`src/rtl/seed_storage_pkg.sv`:
```
// Shared types and constants for the seed storage bank.
// SEED_STORAGE_WIPE_EN widens op to 2 bits and adds the WIPE command.
package seed_storage_pkg;

`ifdef SEED_STORAGE_WIPE_EN
    localparam int OpBits = 2;
    localparam logic [OpBits-1:0] OpOut  = 2'b00;
    localparam logic [OpBits-1:0] OpIn   = 2'b01;
    localparam logic [OpBits-1:0] OpWipe = 2'b10;

    typedef enum logic [1:0] {
        IDLE = 2'd0,
        IN   = 2'd1,
        OUT  = 2'd2,
        WIPE = 2'd3
    } stateT;
`else
    localparam int OpBits = 1;
    localparam logic [OpBits-1:0] OpOut = 1'b0;
    localparam logic [OpBits-1:0] OpIn  = 1'b1;

    typedef enum logic [1:0] {
        IDLE = 2'd0,
        IN   = 2'd1,
        OUT  = 2'd2
    } stateT;
`endif

    function automatic int slotBitsOf(input int slots);
        return (slots > 2) ? $clog2(slots) : 1;
    endfunction

    // cmd is {slot, op}, op in the low bits
    function automatic int cmdSizeOf(input int slots);
        return slotBitsOf(slots) + OpBits;
    endfunction

endpackage

```
`src/rtl/seed_storage_cmd_fifo.sv`:
```
// Two-entry command buffer with isReady/canReceive handshakes.
// Head entry is always mem[0]; a pop shifts mem[1] down.
module seed_storage_cmd_fifo #(
    parameter int BusSize = 2
) (
    input  logic               clk,
    input  logic               rst,
    input  logic [BusSize-1:0] pushData,
    input  logic               pushValid,
    output logic               pushReady,
    output logic [BusSize-1:0] popData,
    output logic               popValid,
    input  logic               popReady
);

    logic [BusSize-1:0] mem [2];
    logic [1:0] count;
    logic       started;
    logic       doPush;
    logic       doPop;
    logic       wrIdx;

    // started keeps canReceive low until the first edge after reset
    assign pushReady = started && (count != 2'd2);
    assign popValid  = (count != 2'd0);
    assign popData   = mem[0];
    assign doPush    = pushValid && pushReady;
    assign doPop     = popReady && popValid;
    assign wrIdx     = (count == 2'd1) && !doPop;

    always_ff @(posedge clk or negedge rst) begin
        if (!rst) begin
            count   <= 2'd0;
            started <= 1'b0;
        end else begin
            started <= 1'b1;
            count   <= count + {1'b0, doPush} - {1'b0, doPop};
        end
    end

    always_ff @(posedge clk) begin
        if (doPop) mem[0] <= mem[1];
        if (doPush) mem[wrIdx] <= pushData;
    end

endmodule

```
`src/rtl/seed_storage_bank.sv`:
```
// Multi-slot seed store: buffered commands stream seeds in/out 64 bits a beat.
// Build option SEED_STORAGE_WIPE_EN adds a one-cycle slot WIPE command.
module seed_storage_bank
    import seed_storage_pkg::*;
#(
    parameter int WordCount = 2,
    parameter int Slots     = 2
) (
    input  logic                         clk,
    input  logic                         rst,
    input  logic [cmdSizeOf(Slots)-1:0]  cmd,
    input  logic                         cmd_isReady,
    output logic                         cmd_canReceive,
    input  logic [63:0]                  in,
    input  logic                         in_isReady,
    output logic                         in_canReceive,
    output logic                         in_isLast,
    output logic [63:0]                  out,
    output logic                         out_isReady,
    input  logic                         out_canReceive,
    output logic                         out_isLast
);

    localparam int SlotBits = slotBitsOf(Slots);
    localparam int CmdSize  = cmdSizeOf(Slots);
    localparam int CntBits  = (WordCount > 1) ? $clog2(WordCount) : 1;
    localparam logic [CntBits-1:0]  LastWord  = CntBits'(WordCount - 1);
    localparam logic [SlotBits:0]   SlotLimit = (SlotBits + 1)'(Slots);

    logic [CmdSize-1:0]  head;
    logic                headValid;
    logic                pop;
    logic [OpBits-1:0]   headOp;
    logic [SlotBits-1:0] headSlot;
    logic                slotOk;

    stateT               stateQ;
    stateT               stateD;
    logic [SlotBits-1:0] slotQ;
    logic [CntBits-1:0]  cntQ;
    logic                atLast;
    logic                inBeat;
    logic                outBeat;

    logic [63:0] mem [Slots][WordCount];

    seed_storage_cmd_fifo #(
        .BusSize(CmdSize)
    ) u_fifo (
        .clk      (clk),
        .rst      (rst),
        .pushData (cmd),
        .pushValid(cmd_isReady),
        .pushReady(cmd_canReceive),
        .popData  (head),
        .popValid (headValid),
        .popReady (pop)
    );

    assign headOp   = head[OpBits-1:0];
    assign headSlot = head[OpBits +: SlotBits];
    assign slotOk   = {1'b0, headSlot} < SlotLimit;

    assign atLast  = (cntQ == LastWord);
    assign inBeat  = (stateQ == IN) && in_isReady;
    assign outBeat = (stateQ == OUT) && out_canReceive;

    assign in_canReceive = (stateQ == IN);
    assign in_isLast     = (stateQ == IN) && atLast;
    assign out_isReady   = (stateQ == OUT);
    assign out_isLast    = (stateQ == OUT) && atLast;
    assign out           = mem[slotQ][cntQ];

    always_comb begin
        stateD = stateQ;
        pop    = 1'b0;
        unique case (stateQ)
            IDLE: begin
                if (headValid) begin
                    pop = 1'b1;
                    // out-of-range slots and unused ops just drain
                    if (slotOk) begin
                        case (headOp)
                            OpIn:    stateD = IN;
                            OpOut:   stateD = OUT;
`ifdef SEED_STORAGE_WIPE_EN
                            OpWipe:  stateD = WIPE;
`endif
                            default: stateD = IDLE;
                        endcase
                    end
                end
            end
            IN: begin
                if (inBeat && atLast) stateD = IDLE;
            end
            OUT: begin
                if (outBeat && atLast) stateD = IDLE;
            end
`ifdef SEED_STORAGE_WIPE_EN
            WIPE: stateD = IDLE;
`endif
            default: stateD = IDLE;
        endcase
    end

    always_ff @(posedge clk or negedge rst) begin
        if (!rst) begin
            stateQ <= IDLE;
            cntQ   <= '0;
            slotQ  <= '0;
        end else begin
            stateQ <= stateD;
            if (pop) slotQ <= headSlot;
            if (stateQ == IDLE) begin
                cntQ <= '0;
            end else if (inBeat || outBeat) begin
                cntQ <= atLast ? '0 : cntQ + 1'b1;
            end
        end
    end

    // Seed contents deliberately survive reset
    always_ff @(posedge clk) begin
        if (inBeat) mem[slotQ][cntQ] <= in;
`ifdef SEED_STORAGE_WIPE_EN
        if (stateQ == WIPE) begin
            for (int w = 0; w < WordCount; w++) mem[slotQ][w] <= '0;
        end
`endif
    end

endmodule
```
`config.mk`:
```
export PLATFORM = sky130hd
export DESIGN_NAME = seed_storage_bank
export DESIGN_NICKNAME = d
export VERILOG_FILES = /design/src/rtl/seed_storage_pkg.sv /design/src/rtl/seed_storage_cmd_fifo.sv /design/src/rtl/seed_storage_bank.sv
export SDC_FILE = /design/constraint.sdc
export NUM_CORES = 1
export LEC_CHECK = 0
export CAP_MARGIN = 0
export CORE_MARGIN = 2
export CORE_UTILIZATION = 50
export CTS_CLUSTER_SIZE = 16
export DETAILED_ROUTE_END_ITERATION = 8
export GPL_TIMING_DRIVEN = 0
export PLACE_DENSITY_LB_ADDON = 0.08
export SLEW_MARGIN = 0
export SYNTH_ARGS = -nofsm -noshare
export SYNTH_HDL_FRONTEND = slang
export SYNTH_SLANG_ARGS = --single-unit
```
`constraint.sdc`:
```
create_clock -name clk -period 8.4 [get_ports clk]
set_input_delay 1.68 -clock clk [delete_from_list [all_inputs] [get_ports clk]]
set_output_delay 1.68 -clock clk [all_outputs]
set_load 0.02 [all_outputs]
```
==> run_results.csv, run 1 <==
group,metric,value,unit
floorplan,dieArea,20780,sq um
critical_path,crit_cells,4,
grt,grt_pass1_vias,4908,
final_layout,nets,644,
yosys,yosys_warnings,0,
clock_tree,cts_sinks,267,
clock_tree,numCtsBuffers,27,
pwr,power_frac_clock,0.262,
floorplan,top_level_ports,140,
critical_path,r2r-end,"mem[0][96]$_DFFE_PP_",
critical_path,critPathKind,"reg2out",
sta,fin_crit,4.123,ns
yosys,synth_area,9823,sq um
critical_path,cp.buffers_inverters,3,
floorplan,fp.dieH,144.2,microns
floorplan,initial_core_util,0.5064,
critical_path,reg2reg_from,"atLast$_DFFE_PN0P_",
critical_path,cp_slowest_cell,"mux4_2",
clock_tree,cts_max_level,1,
clock_tree,clk_pin_slew,0.06,ns
clock_tree,tritoncts,"yes",
min_path,hold_path_class,"reg2reg",
pwr,internal_power,2.995,mW
grt,grt_max_degree,36,
pwr,switching_share,0.2871,
pwr,peakVddDrop,0.2508,mV
pwr,p_seq_frac,0.393,
route,drt_iter0_drc,231,
critical_path,crit_family,"buffers and inverters",
pwr,pwr-share-comb,0.345,
placement,io_buffers,139,
sta,slew_viol_final,0,
final_layout,areaGrowthSynthToFinish,28.15,%
floorplan,fp.dieW,144.2,microns
yosys,syn_inst,390,
placement,dpl_worst_slack,4.187,ns
sta,setup-violations-final,0,
yosys,syn_avg_cell_area,25.19,sq um
placement,place_congestion,0.7506,
grt,grt_pass1_wl,26.39,mm
route,finalWirelength,17.35,mm
clock_tree,post_cts_buffers,0,
clock_tree,clk_latency,0.51,ns
route,drtPass1Iterations,4,
critical_path,cp-endpoint,"out[60]",
critical_path,crit_path_start,"slotQ$_DFFE_PN0P_",
floorplan,core,19400,sq um
sta,hold_slack,0.4866,ns
critical_path,start_kind,"flip-flop",
final_layout,drive_above_1_share,0.2318,
yosys,ys_seq_area_frac,0.8126,
critical_path,reg2reg_depth,7,
grt,antenna_found_initial,1,
sta,max_freq,242.6,MHz
route,vias_per_cell,5.338,
floorplan,num_rows,51,
critical_path,crit_required,6.72,ns
critical_path,cp_cell_sequence,"buf_6 -> buf_2 -> mux4_2 -> clkdlybuf4s50_1",
route,vias,4569,
route,ant_nets,0,
clock_tree,clockRootBuffer,"clkbuf_16",
status,outcome,"finished, final reports clean",
sta,timing.slew.headroom,0.5257,
critical_path,arrival,2.44,ns
pwr,powerDensity,333.7,nW/um^2
run,maxCapViolCount,0,
route,wire_per_inst,20.27,microns
grt,grt_use_total,0.1702,
clock_tree,ctsHoldBuffers,0,
critical_path,rrSetupSlack,5.80,ns
critical_path,critPathMaxFanout,10,
critical_path,end_kind,"output pin",
pwr,leakagePower,4.074,nW
sta,period_share,0.4908,
yosys,syn_nets,463,
yosys,ys_types,30,
sta,hold_violations,0,
final_layout,antennaDiodeCount,0,
route,drc,0,
grt,grt_overflow,0,
pwr,switching_power,1.206,mW
critical_path,slowest_delay,0.57,ns
sta,worst_pin_slew,0.7083,ns
sta,fin_worst_skew,0.01384,ns
clock_tree,clk_path_buf_depth,3,
clock_tree,cts.repair.resized,0,
sta,setup_slack,4.277,ns
yosys,synth-seq-cells,267,
sta,rsz0062_at_grt,"false",
placement,dp_hpwl,11.24,mm
## worst register-to-register path, cell delays in order, from the launching register on
cell	delay, ns
dfrtp_1	0.37
buf_2	0.21
clkbuf_1	0.27
nor3b_2	0.67
buf_6	0.23
buf_6	0.14
buf_4	0.22
buf_6	0.18
## state kept, by name, summed over array words and instances (netlist names)
register	cells
u_fifo.started	1
u_fifo.mem	4
slotQ	1
u_fifo.count	2
atLast	1
stateQ	2
mem	256
## cells in the mapped netlist (all sizes together)
master,n,share of area
nand2,5,0.0019
mux4,64,0.15
dfrtp,7,0.018
o2111ai,1,0.00089
o21a,1,0.00076
a211oi,1,0.00076
nor3,1,0.00051
a31oi,2,0.0013
xnor2,2,0.0018
o21ai,1,0.00051
and3,1,0.00064
nand2b,3,0.0019
buf,14,0.012
clkbuf,2,0.00076
mux2,3,0.0034
a311oi,1,0.00089
nor2b,3,0.0019
ha,2,0.0025
edfxtp,260,0.79
inv,4,0.0015
and3b,1,0.00089
conb,1,0.00038
and2,3,0.0019
nor2,3,0.0011
nor3b,1,0.00076
a21oi,2,0.0010
or2,1,0.00064
## worst min-delay path by stage
stage | from | to | slack, ns | depth (start not counted)
floorplan | u_fifo.mem[0][1]$_DFFE_PP_ | slotQ$_DFFE_PN0P_ | 0.46 | 1
global placement | u_fifo.mem[0][1]$_DFFE_PP_ | slotQ$_DFFE_PN0P_ | 0.47 | 1
detailed placement | u_fifo.mem[0][1]$_DFFE_PP_ | slotQ$_DFFE_PN0P_ | 0.46 | 1
CTS | u_fifo.mem[0][1]$_DFFE_PP_ | slotQ$_DFFE_PN0P_ | 0.49 | 1
global route | u_fifo.mem[0][1]$_DFFE_PP_ | slotQ$_DFFE_PN0P_ | 0.53 | 1
finish | u_fifo.mem[0][1]$_DFFE_PP_ | slotQ$_DFFE_PN0P_ | 0.49 | 1
## layer usage
layer	track usage	vias to the layer above	part of all wire
met5	0	-	0.00075
met1	0.2169	2377	0.39
met4	0.04650	2	0.022
li1	-	2026	-
met3	0.04106	26	0.065
met2	0.2960	138	0.52
## kinds of logic after synthesis
logic type	share of synthesized area
DFF	0.8126
muxes	0.1502
and+or+nand+nor	0.01223
buffers and inverters	0.01414
AOI/OAI and AO/OA	0.006114
adders and majority gates	0.002547
xor gates and xnor gates	0.001784
other	0.0003818
## layout make-up
cell class,instances,area [sq um]
Sequential cell,267,7983
Fill cell,1328,6810
Multi-Input combinational cell,103,1727
Timing Repair Buffer,152,1582
Clock buffer,31,690.7
Tap cell,265,331.6
Clock inverter,18,136.4
Buffer,16,123.9
Inverter,4,15.01
## cells in the final DEF, fill, tap and decap left out, drive strengths merged
cell type	instances
a211oi	1
a21oi	2
a311oi	1
a31oi	2
and2	3
and3	1
and3b	1
buf	27
bufinv	2
clkbuf	33
clkdlybuf4s50	139
clkinv	14
clkinvlp	2
conb	1
dfrtp	7
edfxtp	260
ha	2
inv	4
mux2	3
mux4	64
nand2	5
nand2b	3
nor2	3
nor2b	3
nor3	1
nor3b	1
o2111ai	1
o21a	1
o21ai	1
or2	1
xnor2	2
## power groups by stage
stage               sequential [mW]  combinational, mW  clock (mW)
floorplan                      1.68              0.867           0
finish                         1.65               1.45        1.10
CTS                            1.65               1.48        1.13
detailed placement             1.68               1.48           0
global route                   1.66               1.54        1.18
global placement               1.70               1.43           0
## through the flow
stage	utilization	instances	TNS [ns]	power (mW)	instance area [sq um]
2_1_floorplan	-	390	0	2.547	9823
3_3_place_gp	0.5952	794	-207.74	3.128	11550
3_5_place_dp	0.6063	807	0	3.155	11760
4_1_cts	0.6489	856	0	4.261	12590
5_1_grt	0.6489	856	0	4.384	12590
6_report	0.6489	856	0	4.201	12590
Note: power is estimated with default switching activity, not from simulation.
==> run 2: changes to the inputs <==
CORE_UTILIZATION = 49   (was 50)
clock period = 3.3 ns   (was 8.4 ns; I/O delays follow)
==> run 2 against run 1 <==
Compared with the run above: sequential share of layout area is 0.48 points lower; clock skew is 0.0030 ns lower; critical path depth stayed put; routed wire length is 2.5% higher; worst hold slack worse by 0.068 ns; register-to-register slack worse by 4.9 ns; die area is 2.0% higher; total power grew to 2.6 times the previous value; sequential power grew to 2.5 times the previous value.
==> run_results.csv, run 2 (synthesis gave the netlist of run 1 again) <==
group,metric,value,unit
clock_tree,clockRootBuffer,"clkbuf_16",
final_layout,utilization,0.6474,
final_layout,top_regs,"mem: 256 flops, u_fifo.mem: 4 flops",
sta,slew_viol_final,0,
critical_path,critPathMaxFanout,10,
route,wire_per_inst,20.85,microns
sta,setup-violations-final,0,
clock_tree,tritoncts,"yes",
critical_path,start_kind,"flip-flop",
final_layout,final_cell_mix,"edfxtp_1, clkdlybuf4s50_1, mux4_2",
clock_tree,clk_pin_slew,0.06,ns
clock_tree,cts.repair.resized,0,
final_layout,drive_above_1_share,0.2279,
placement,dpl_cell_area,11810,sq um
run,maxCapViolCount,0,
route,finalWirelength,17.79,mm
grt,grt_overflow,0,
grt,grt_use_total,0.1700,
min_path,hold_path_class,"in2async",
route,vias_per_cell,5.301,
pwr,peakVddDrop,0.5403,mV
sta,rsz0062_at_grt,"false",
critical_path,arrival,2.45,ns
route,ant_nets,0,
sta,period_share,0.9420,
floorplan,top_level_ports,140,
grt,met3_usage,0.03699,
final_layout,areaGrowthSynthToFinish,29.12,%
floorplan,num_rows,51,
status,outcome,"finished, final reports clean",
clock_tree,post_cts_buffers,0,
route,vias,4522,
sta,fin_worst_skew,0.01087,ns
route,drt_iter0_drc,300,
sta,setup_slack,0.1916,ns
grt,use_met2,0.2882,
placement,dpl_worst_slack,0.4928,ns
grt,grt_pass1_wl,27.66,mm
placement,place_congestion,0.7401,
pwr,leakagePower,4.110,nW
floorplan,dieArea,21200,sq um
pwr,p_total,10.89,mW
grt,grt_max_degree,39,
floorplan,initial_core_util,0.5014,
sta,hold_violations,0,
clock_tree,numCtsBuffers,27,
sta,timing.slew.headroom,0.5281,
sta,max_freq,321.7,MHz
sta,setup-tns-final,0,ns
placement,io_buffers,139,
clock_tree,ctsHoldBuffers,0,
critical_path,critPathKind,"reg2out",
floorplan,core,19590,sq um
final_layout,nets,641,
sta,worst_pin_slew,0.7062,ns
pwr,powerDensity,858.7,nW/um^2
final_layout,largest_reg_flops,256,
floorplan,fp.dieW,145.6,microns
floorplan,fp.dieH,145.6,microns
critical_path,crit_required,2.64,ns
clock_tree,cts_max_level,1,
critical_path,end_kind,"output pin",
final_layout,fin_area,12680,sq um
clock_tree,clk_path_buf_depth,3,
grt,busiest_layer,"met2",
final_layout,antennaDiodeCount,0,
clock_tree,cts_sinks,267,
placement,dp_hpwl,11.16,mm
sta,fin_crit,3.108,ns
grt,grt_pass1_vias,4889,
grt,antenna_found_initial,1,
route,drtPass1Iterations,4,
final_layout,regMostFlops,"mem",
grt,met1_usage,0.2273,
clock_tree,clk_latency,0.52,ns
final_layout,final_common_cell,"edfxtp_1",
route,drc,0,
run 2: power breakdown:
part,internal [mW],switching (mW)
Combinational,1.89,1.82
Sequential,4.10,0.0988
Clock,1.80,1.17
run 2: through the flow:
| stage | hold WS [ns] | std cells |
|---|---|---|
| 2_1_floorplan | 0.3644 | 390 |
| 3_3_place_gp | 0.4649 | 794 |
| 3_5_place_dp | 0.4657 | 804 |
| 4_1_cts | 0.4062 | 853 |
| 5_1_grt | 0.4200 | 853 |
| 6_report | 0.4181 | 853 |
run 2: critical path, stage by stage (launching register included):
cell and delay, ns:
dfrtp_1 0.34, buf_6 0.14, buf_2 0.32, mux4_2 0.57, clkdlybuf4s50_1 0.57
run 2: worst paths after layout:
kind | depth (start not counted) | endpoint | from | slack (ns)
max | 4 | out[60] | slotQ$_DFFE_PN0P_ | 0.19
max reg2reg | 5 | mem[0][23]$_DFFE_PP_ | atLast$_DFFE_PN0P_ | 0.88
min | 1 | u_fifo.count[0]$_DFF_PN0_ | rst | 0.42
min reg2reg | 1 | slotQ$_DFFE_PN0P_ | u_fifo.mem[0][1]$_DFFE_PP_ | 0.49
min in group clk | 1 | slotQ$_DFFE_PN0P_ | u_fifo.mem[0][1]$_DFFE_PP_ | 0.49
max in group asynchronous | 1 | atLast$_DFFE_PN0P_ | rst | 2.63
run 2: routing by layer:
metal  up-vias  share of wire
li1       2026              -
met1      2343           0.42
met2       127           0.51
met3        24          0.053
met4         2          0.018
met5         -        0.00073
run 2: area by class of cell:
cell class                      instances  area [sq um]
Buffer                                 16         123.9
Clock buffer                           37         743.2
Clock inverter                         12         130.1
Fill cell                            1329          6907
Inverter                                4         15.01
Multi-Input combinational cell        103          1733
Sequential cell                       267          7983
Tap cell                              265         331.6
Timing Repair Buffer                  149          1624
